`src/rtl/invsqrt_nr_pipeline_if.sv`:
```
// Valid/ready stream bundle for the inverse square root pipeline.
// The slave view belongs to the pipeline; the master view belongs to the source and sink around it.
interface invsqrt_nr_pipeline_if #(
    parameter int W     = 31,
    parameter int TAG_W = 4
);
    logic             in_valid;
    logic             in_ready;
    logic [W-1:0]     in_data;
    logic [TAG_W-1:0] in_tag;
    logic             out_valid;
    logic             out_ready;
    logic [W-1:0]     out_data;
    logic [TAG_W-1:0] out_tag;
    logic [1:0]       out_special;

    modport slave (
        input  in_valid, in_data, in_tag, out_ready,
        output in_ready, out_valid, out_data, out_tag, out_special
    );

    modport master (
        output in_valid, in_data, in_tag, out_ready,
        input  in_ready, out_valid, out_data, out_tag, out_special
    );
endinterface

```
`src/rtl/invsqrt_nr_pipeline.sv`:
```
// Fully pipelined fast inverse square root: magic-constant seed followed by NR_ITERS Newton steps.
// The whole pipe advances on one global enable, so a stalled output freezes every stage.
module invsqrt_nr_pipeline #(
    parameter int                         EXP_W    = 8,
    parameter int                         MAN_W    = 23,
    parameter int                         NR_ITERS = 1,
    parameter logic [EXP_W+MAN_W-1:0]     MAGIC    = 31'h5F3759DF,
    parameter int                         TAG_W    = 4
) (
    input  logic                 clk,
    input  logic                 rst,
    invsqrt_nr_pipeline_if.slave bus
);
    localparam int W      = EXP_W + MAN_W;
    localparam int EW     = EXP_W + 2;
    localparam int SW     = MAN_W + 1;
    localparam int STAGES = 4 * NR_ITERS + 1;
    localparam int F      = 2 * MAN_W + 2;

    localparam logic signed [EW-1:0] ONE    = EW'(1);
    localparam logic signed [EW-1:0] BIAS   = EW'((1 << (EXP_W - 1)) - 1);
    localparam logic signed [EW-1:0] EMAX_S = EW'((1 << EXP_W) - 1);
    localparam logic signed [EW-1:0] D_MAX  = EW'(F);
    localparam logic [EXP_W-1:0]     EMAX   = '1;
    localparam logic [F:0]           THREE_HALF = (F + 1)'(3) << (F - 1);
    localparam logic [W-1:0]         INF    = {EMAX, {MAN_W{1'b0}}};
    localparam logic [W-1:0]         QNAN   = {EMAX, 1'b1, {(MAN_W - 1){1'b0}}};

    // Internal float: wide signed exponent, significand with explicit hidden bit; s == 0 means zero.
    typedef struct packed {
        logic signed [EW-1:0] e;
        logic [SW-1:0]        s;
    } fl_t;

    typedef struct packed {
        fl_t              x2;
        fl_t              y;
        fl_t              t;
        logic [TAG_W-1:0] tag;
        logic [1:0]       cls;
    } stg_t;

    function automatic fl_t fmul(input fl_t a, input fl_t b);
        logic [2*SW-1:0] p;
        fl_t             r;
        p = {{SW{1'b0}}, a.s} * {{SW{1'b0}}, b.s};
        if (p[2*SW-1]) begin
            r.s = p[2*SW-1 -: SW];
            r.e = a.e + b.e - BIAS + ONE;
        end else begin
            r.s = p[2*SW-2 -: SW];
            r.e = a.e + b.e - BIAS;
        end
        return r;
    endfunction

    // 1.5 - t in fixed point with F fraction bits, then renormalised; t >= 1.5 gives zero.
    function automatic fl_t fsub(input fl_t t);
        logic signed [EW-1:0] d;
        logic [F:0]           tf;
        logic [F:0]           r;
        logic [F:0]           sh;
        int                   p;
        fl_t                  o;
        d  = BIAS - t.e;
        tf = '0;
        r  = '0;
        p  = -1;
        o  = '0;
        if (t.s != '0 && d < 0)
            tf = '1;
        else if (t.s != '0 && d <= D_MAX)
            tf = ({{(F - MAN_W){1'b0}}, t.s} << (F - MAN_W)) >> d;
        if (tf < THREE_HALF)
            r = THREE_HALF - tf;
        for (int i = 0; i <= F; i++)
            if (r[i]) p = i;
        if (p >= 0) begin
            sh  = r << (F - p);
            o.s = sh[F -: SW];
            o.e = BIAS + EW'(p) - D_MAX;
        end
        return o;
    endfunction

    function automatic logic [W-1:0] fpack(input fl_t y, input logic [1:0] cls);
        logic [W-1:0] w;
        case (cls)
            2'b01:   w = INF;
            2'b10:   w = '0;
            2'b11:   w = QNAN;
            default: begin
                if (y.s == '0 || y.e < ONE)
                    w = '0;
                else if (y.e >= EMAX_S)
                    w = INF;
                else
                    w = {y.e[EXP_W-1:0], y.s[MAN_W-1:0]};
            end
        endcase
        return w;
    endfunction

    logic             adv;
    logic [STAGES:0]  vld_pipe;
    stg_t             stg_q [STAGES];
    stg_t             nxt   [STAGES];
    logic [W-1:0]     out_data_q;
    logic [TAG_W-1:0] out_tag_q;
    logic [1:0]       out_special_q;

    logic [EXP_W-1:0] xe;
    logic [MAN_W-1:0] xm;
    logic [W-1:0]     y0w;

    assign adv     = !vld_pipe[STAGES] || bus.out_ready;
    assign xe      = bus.in_data[W-1:MAN_W];
    assign xm      = bus.in_data[MAN_W-1:0];
    assign y0w     = MAGIC - (bus.in_data >> 1);

    assign bus.in_ready    = adv;
    assign bus.out_valid   = vld_pipe[STAGES];
    assign bus.out_data    = out_data_q;
    assign bus.out_tag     = out_tag_q;
    assign bus.out_special = out_special_q;

    always_comb begin
        for (int k = 0; k < STAGES; k++)
            nxt[k] = '0;

        nxt[0].tag  = bus.in_tag;
        nxt[0].x2.e = $signed({2'b00, xe}) - ONE;
        nxt[0].x2.s = {1'b1, xm};
        nxt[0].y.e  = $signed({2'b00, y0w[W-1:MAN_W]});
        nxt[0].y.s  = {1'b1, y0w[MAN_W-1:0]};
        if (xe == '0)
            nxt[0].cls = 2'b01;
        else if (xe == EMAX)
            nxt[0].cls = (xm == '0) ? 2'b10 : 2'b11;
        else
            nxt[0].cls = 2'b00;

        // Each Newton step: t = x2*y, t = t*y, t = 1.5 - t, y = y*t.
        for (int k = 1; k < STAGES; k++) begin
            nxt[k] = stg_q[k-1];
            case ((k - 1) % 4)
                0:       nxt[k].t = fmul(stg_q[k-1].x2, stg_q[k-1].y);
                1:       nxt[k].t = fmul(stg_q[k-1].t, stg_q[k-1].y);
                2:       nxt[k].t = fsub(stg_q[k-1].t);
                default: nxt[k].y = fmul(stg_q[k-1].y, stg_q[k-1].t);
            endcase
        end
    end

    always_ff @(posedge clk) begin
        if (rst) begin
            vld_pipe      <= '0;
            out_data_q    <= '0;
            out_tag_q     <= '0;
            out_special_q <= '0;
            for (int k = 0; k < STAGES; k++)
                stg_q[k] <= '0;
        end else if (adv) begin
            vld_pipe      <= {vld_pipe[STAGES-1:0], bus.in_valid};
            out_data_q    <= fpack(stg_q[STAGES-1].y, stg_q[STAGES-1].cls);
            out_tag_q     <= stg_q[STAGES-1].tag;
            out_special_q <= stg_q[STAGES-1].cls;
            for (int k = 0; k < STAGES; k++)
                stg_q[k] <= nxt[k];
        end
    end
endmodule
```
`src/flat_wrapper.sv`:
```
// flat-port wrapper written by rule: the top's interface ports become plain ports
module invsqrt_nr_pipeline_flat 
#(
    parameter int                         EXP_W    = 8,
    parameter int                         MAN_W    = 23,
    parameter int                         NR_ITERS = 1,
    parameter logic [EXP_W+MAN_W-1:0]     MAGIC    = 31'h5F3759DF,
    parameter int                         TAG_W    = 4
)
  (clk, rst, bus_in_valid, bus_in_data, bus_in_tag, bus_out_ready, bus_in_ready, bus_out_valid, bus_out_data, bus_out_tag, bus_out_special);
  invsqrt_nr_pipeline_if #(.TAG_W(TAG_W)) bus_i ();
  input  logic clk;
  input  logic rst;
  input wire logic [$bits(bus_i.in_valid)-1:0] bus_in_valid;
  input wire logic [$bits(bus_i.in_data)-1:0] bus_in_data;
  input wire logic [$bits(bus_i.in_tag)-1:0] bus_in_tag;
  input wire logic [$bits(bus_i.out_ready)-1:0] bus_out_ready;
  output wire logic [$bits(bus_i.in_ready)-1:0] bus_in_ready;
  output wire logic [$bits(bus_i.out_valid)-1:0] bus_out_valid;
  output wire logic [$bits(bus_i.out_data)-1:0] bus_out_data;
  output wire logic [$bits(bus_i.out_tag)-1:0] bus_out_tag;
  output wire logic [$bits(bus_i.out_special)-1:0] bus_out_special;
  assign bus_i.in_valid = bus_in_valid;
  assign bus_i.in_data = bus_in_data;
  assign bus_i.in_tag = bus_in_tag;
  assign bus_i.out_ready = bus_out_ready;
  assign bus_in_ready = bus_i.in_ready;
  assign bus_out_valid = bus_i.out_valid;
  assign bus_out_data = bus_i.out_data;
  assign bus_out_tag = bus_i.out_tag;
  assign bus_out_special = bus_i.out_special;
  invsqrt_nr_pipeline #(.EXP_W(EXP_W), .MAN_W(MAN_W), .NR_ITERS(NR_ITERS), .MAGIC(MAGIC), .TAG_W(TAG_W)) u_core (.clk(clk), .rst(rst), .bus(bus_i));
endmodule
```
`config.mk`:
```
export PLATFORM = sky130hd
export DESIGN_NAME = invsqrt_nr_pipeline_flat
export DESIGN_NICKNAME = d
export VERILOG_FILES = /design/src/rtl/invsqrt_nr_pipeline_if.sv /design/src/rtl/invsqrt_nr_pipeline.sv /design/src/flat_wrapper.sv
export SDC_FILE = /design/constraint.sdc
export NUM_CORES = 2
export LEC_CHECK = 0
export CAP_MARGIN = 20
export CELL_PAD_IN_SITES_DETAIL_PLACEMENT = 0
export CELL_PAD_IN_SITES_GLOBAL_PLACEMENT = 1
export CORE_MARGIN = 8
export CORE_UTILIZATION = 27
export DETAILED_ROUTE_END_ITERATION = 8
export PLACE_DENSITY = 0.51
export REMOVE_ABC_BUFFERS = 1
export SETUP_SLACK_MARGIN = 0.5
export SLEW_MARGIN = 10
export SYNTH_ARGS = -nofsm -noshare
export SYNTH_HDL_FRONTEND = slang
export SYNTH_SLANG_ARGS = --single-unit
```
`constraint.sdc`:
```
create_clock -name clk -period 12 [get_ports clk]
set_input_delay 1.8 -clock clk [delete_from_list [all_inputs] [get_ports clk]]
set_output_delay 1.8 -clock clk [all_outputs]
set_load 0.01 [all_outputs]
```
==> summary.md <==
| Metric | Value |
|---|---|
| Run status | completed |
| Worst path arrival time | 11.07 ns |
| Post-CTS Setup Inserts | 0 |
| Max-slew violations | 0 |
| Share of the synthesized area in the top cell type | 0.3745 |
| P&R area growth vs syn | 9.601% |
| Clk pwr share | 0.143 |
| Critical path startpoint category | flip-flop |
| Fin area | 0.08471 mm² |
| Residual antenna-violating net count after detailed routing | 0 |
| # rows | 196 |
| Clock buffer depth | 3 |
| Via Count | 58.68k |
| Reg power frac | 0.170 |
| Die X | 551.0 µm |
| Hpwl dp | 211,200 µm |
| Register area share after synthesis | 0.1370 |
| Initial antenna violation count | 4 |
| R2R Setup Slk | 1.34 ns |
| CP max stage delay | 1.04 ns |
| Hold Crit Depth | 2 |
| Gpl congestion | 0.9009 |
| IO Count | 78 |
| Period utilisation layout | 0.8883 |
| Cell count after synthesis | 8,543 |
| I/O Buffers | 77 |
| CP max-delay cell | edfxtp_1 |
| Dominant cell type by area after synthesis | fa_1 |
| Vias in the first global route | 64.16k |
| CTS clk-pin slew, worst paths | 0.06 ns |
| Vias/cell | 4.798 |
| Starting Density | 0.2712 |
| WL per Instance | 21.85 µm |
| Pleak | 37.80 nW |
| Maximum VDD drop | 212.6 µV |
| Finished Layout Cells | 12.23k |
| Unrepaired setup endpoints after global routing | no |
| Critical path type | reg2reg |
| Global-route wire length before repair | 409,700 µm |
| Ranking of synthesized cells by area | fa_1 37%, edfxtp_1 13%, ha_1 9.3%, inv_1 7.5%, nand2_1 7.0% |
| Max-cap violation count | 0 |
| Setup-failing EPs final | 0 |
| Worst Hold End | u_core.vld_pipe[3]$_SDFFE_PP0N_ |
| Hold_buf cts | 0 |
| Combinational Power Share | 0.687 |
| Mean area per synthesized cell | 9.047 µm² |
| Largest net degree at the start of global routing | 130 |
| Minimum clock period | 10.66 ns |
| Least-Margin Pin Slew | 1.236 ns |
| Switching share of power | 0.5361 |
| Sink Count | 367 |
| Gr ovfl total | 0 |
| Die area | 0.3036 mm² |
| Commonest cells in the netlist | 1,539 x inv_1, 1,446 x fa_1, 1,445 x nand2_1 |
| CTS resizes | 0 |
| Top-count cell post-synth | inv_1 |
| Top FF cell, synth | edfxtp_1 |
| Area of the core | 0.2850 mm² |
| Worst min path class | reg2reg |
| Placed Cells incl. Taps | 12.13k |
| # fillers | 30.20k |
| CTS Buf Count | 52 |
| Psw | 6.361 mW |
| EDFF count, synth | 324 |
| FF-to-FF path depth | 28 |
| Synth warn | 0 |
| H-Tree Level Count | 2 |
| Pre-antenna DRT Iters | 7 |
| Mapped Area | 0.07729 mm² |
| Final count of hold timing violations | 0 |
| WL final | 267,200 µm |
| Die H | 551.0 µm |
| 1st-iter DRT viols | 3,343 |
| Clk root buf | clkbuf_16 |
| Count of cell types in the netlist | 100 |
| TritonCTS clock tree | built |
| Crit-path max FO | 23 |
| FMAX | 0.09382 GHz |
| CP dominant cell by count | fa_1 |
| DP Area | 0.08275 mm² |
| Yosys reg bits | 367 |
| # nets final | 10.48k |
| Reg-to-reg startpoint | u_core.stg_q[0][132]$_SDFFCE_PN0P_ |
| Clk_skew | 0.05518 ns |
| Cell Int Power | 5.503 mW |
| Hold path startpoint | u_core.vld_pipe[3]$_SDFFE_PP0N_ |
| Clock latency at the later pin of the worst-skew pair | 0.70 ns |
| DRC viols | 0 |
| Layout cells sized above 1 | 0.05019 |
| Async set-or-reset flop fraction in the synthesized netlist | 0 |
| P per Cell Area | 140.0 mW/mm² |
| Slew HR | 0.1757 |
| Crit end category | flip-flop |
| Critical R2R Capture | u_core.stg_q[0][227]$_SDFFCE_PN0P_ |
| Data required, critical path | 12.41 ns |
| Total Routing Usage GR | 0.1760 |
==> worst max-delay path, delay by kind of cell, from the launching register on <==
family,cells,cell delay [ns]
buffers and inverters,5,1.04
AO/OA/AOI/OAI,12,3.97
flip-flops,1,1.04
AND/OR/NAND/NOR,3,0.58
adder cells (fa/ha/maj),8,3.72
==> per-stage QoR <==
stage / TNS (ns) / hold slack (ns) / setup WS, ns / utilization / total power [mW]
finish: 0 / 0.4511 / 1.341 / 0.2973 / 11.86
CTS: 0 / 0.4543 / 1.258 / 0.2968 / 11.97
detailed placement: 0 / 0.4469 / 1.325 / 0.2904 / 10.15
global route: 0 / 0.4811 / 0.8679 / 0.2973 / 12.93
global placement: 0 / 0.4425 / 1.457 / 0.2899 / 10.22
floorplan: -5.019 / 0.4260 / -0.4446 / - / 7.108
==> cell usage in the layout (no fill, tap or decap), types with 81 or more instances in the layout <==
master,n
and2_1,734
o21ai_0,137
nor3_1,103
xnor2_1,114
inv_1,1538
buf_4,196
ha_1,575
a21oi_1,248
nor2_1,324
nand2_1,1445
fa_1,1446
nand3_1,81
edfxtp_1,324
==> worst max-delay path by stage <==
stage,slack (ns),startpoint,end
final,1.34,u_core.stg_q[0][132]$_SDFFCE_PN0P_,u_core.stg_q[0][227]$_SDFFCE_PN0P_
after global routing,0.87,u_core.stg_q[0][246]$_SDFFCE_PN0P_,u_core.stg_q[0][350]$_SDFFCE_PP0P_
after detailed placement,1.33,u_core.stg_q[0][132]$_SDFFCE_PN0P_,u_core.stg_q[0][227]$_SDFFCE_PN0P_
after CTS,1.26,u_core.stg_q[0][132]$_SDFFCE_PN0P_,u_core.stg_q[0][227]$_SDFFCE_PN0P_
after global placement,1.46,u_core.stg_q[0][80]$_SDFFCE_PN0P_,u_core.stg_q[0][147]$_SDFFCE_PN0P_
after floorplan,-0.44,u_core.stg_q[0][253]$_SDFFCE_PN0P_,u_core.stg_q[0][347]$_SDFFCE_PP0P_
==> final cells by class <==
cell class,count,area [µm²],area share
Inverter,1545,5812,0.06861
Sequential cell,367,10590,0.1250
Tap cell,3762,4707,0.05557
Antenna cell,1,2.502,0.00002954
Timing Repair Buffer,287,2547,0.03007
Multi-Input combinational cell,6170,59230,0.6992
Clock buffer,63,1363,0.01608
Clock inverter,35,460.4,0.005436
==> per-layer routing <==
layer	wire length (µm)	vias to the layer above	track usage	share of wire
li1	-	26470	-	-
met1	119600	30590	0.2338	0.45
met2	131300	1332	0.3102	0.49
met3	9943	286	0.01688	0.037
met4	6390	0	0.03909	0.024
met5	0	-	0	0
==> power by group through the flow <==
stage	Sequential (mW)	Clock [mW]	Combinational, mW
after floorplan	1.94	0	5.17
after global placement	2.07	0	8.15
after detailed placement	2.05	0	8.10
after CTS	2.03	1.76	8.17
after global routing	2.04	1.79	9.10
final	2.02	1.69	8.15
==> sequential cells by signal (all words and copies together), names as in the netlist <==
| signal | flops |
|---|---|
| u_core.bus.out_tag | 4 |
| u_core.bus.out_special | 2 |
| u_core.stg_q | 324 |
| u_core.vld_pipe | 6 |
| u_core.bus.out_data | 31 |
==> cell families (layout without fill, tap and decap cells) <==
kind of cell / count (synthesis) / after routing / share of synthesized area
AND/OR/NAND/NOR: 2993 / 2993 / 0.1842
adder cells (fa/ha/maj): 2022 / 2022 / 0.4678
buffers and inverters: 2007 / 1930 / 0.09852
AO/OA/AOI/OAI: 870 / 870 / 0.07502
flip-flops: 367 / 367 / 0.1370
XOR/XNOR: 180 / 180 / 0.02040
multiplexers: 103 / 103 / 0.01705
other: 1 / 3 / 0.00004852
No activity file was read; power rests on OpenSTA's default activity.
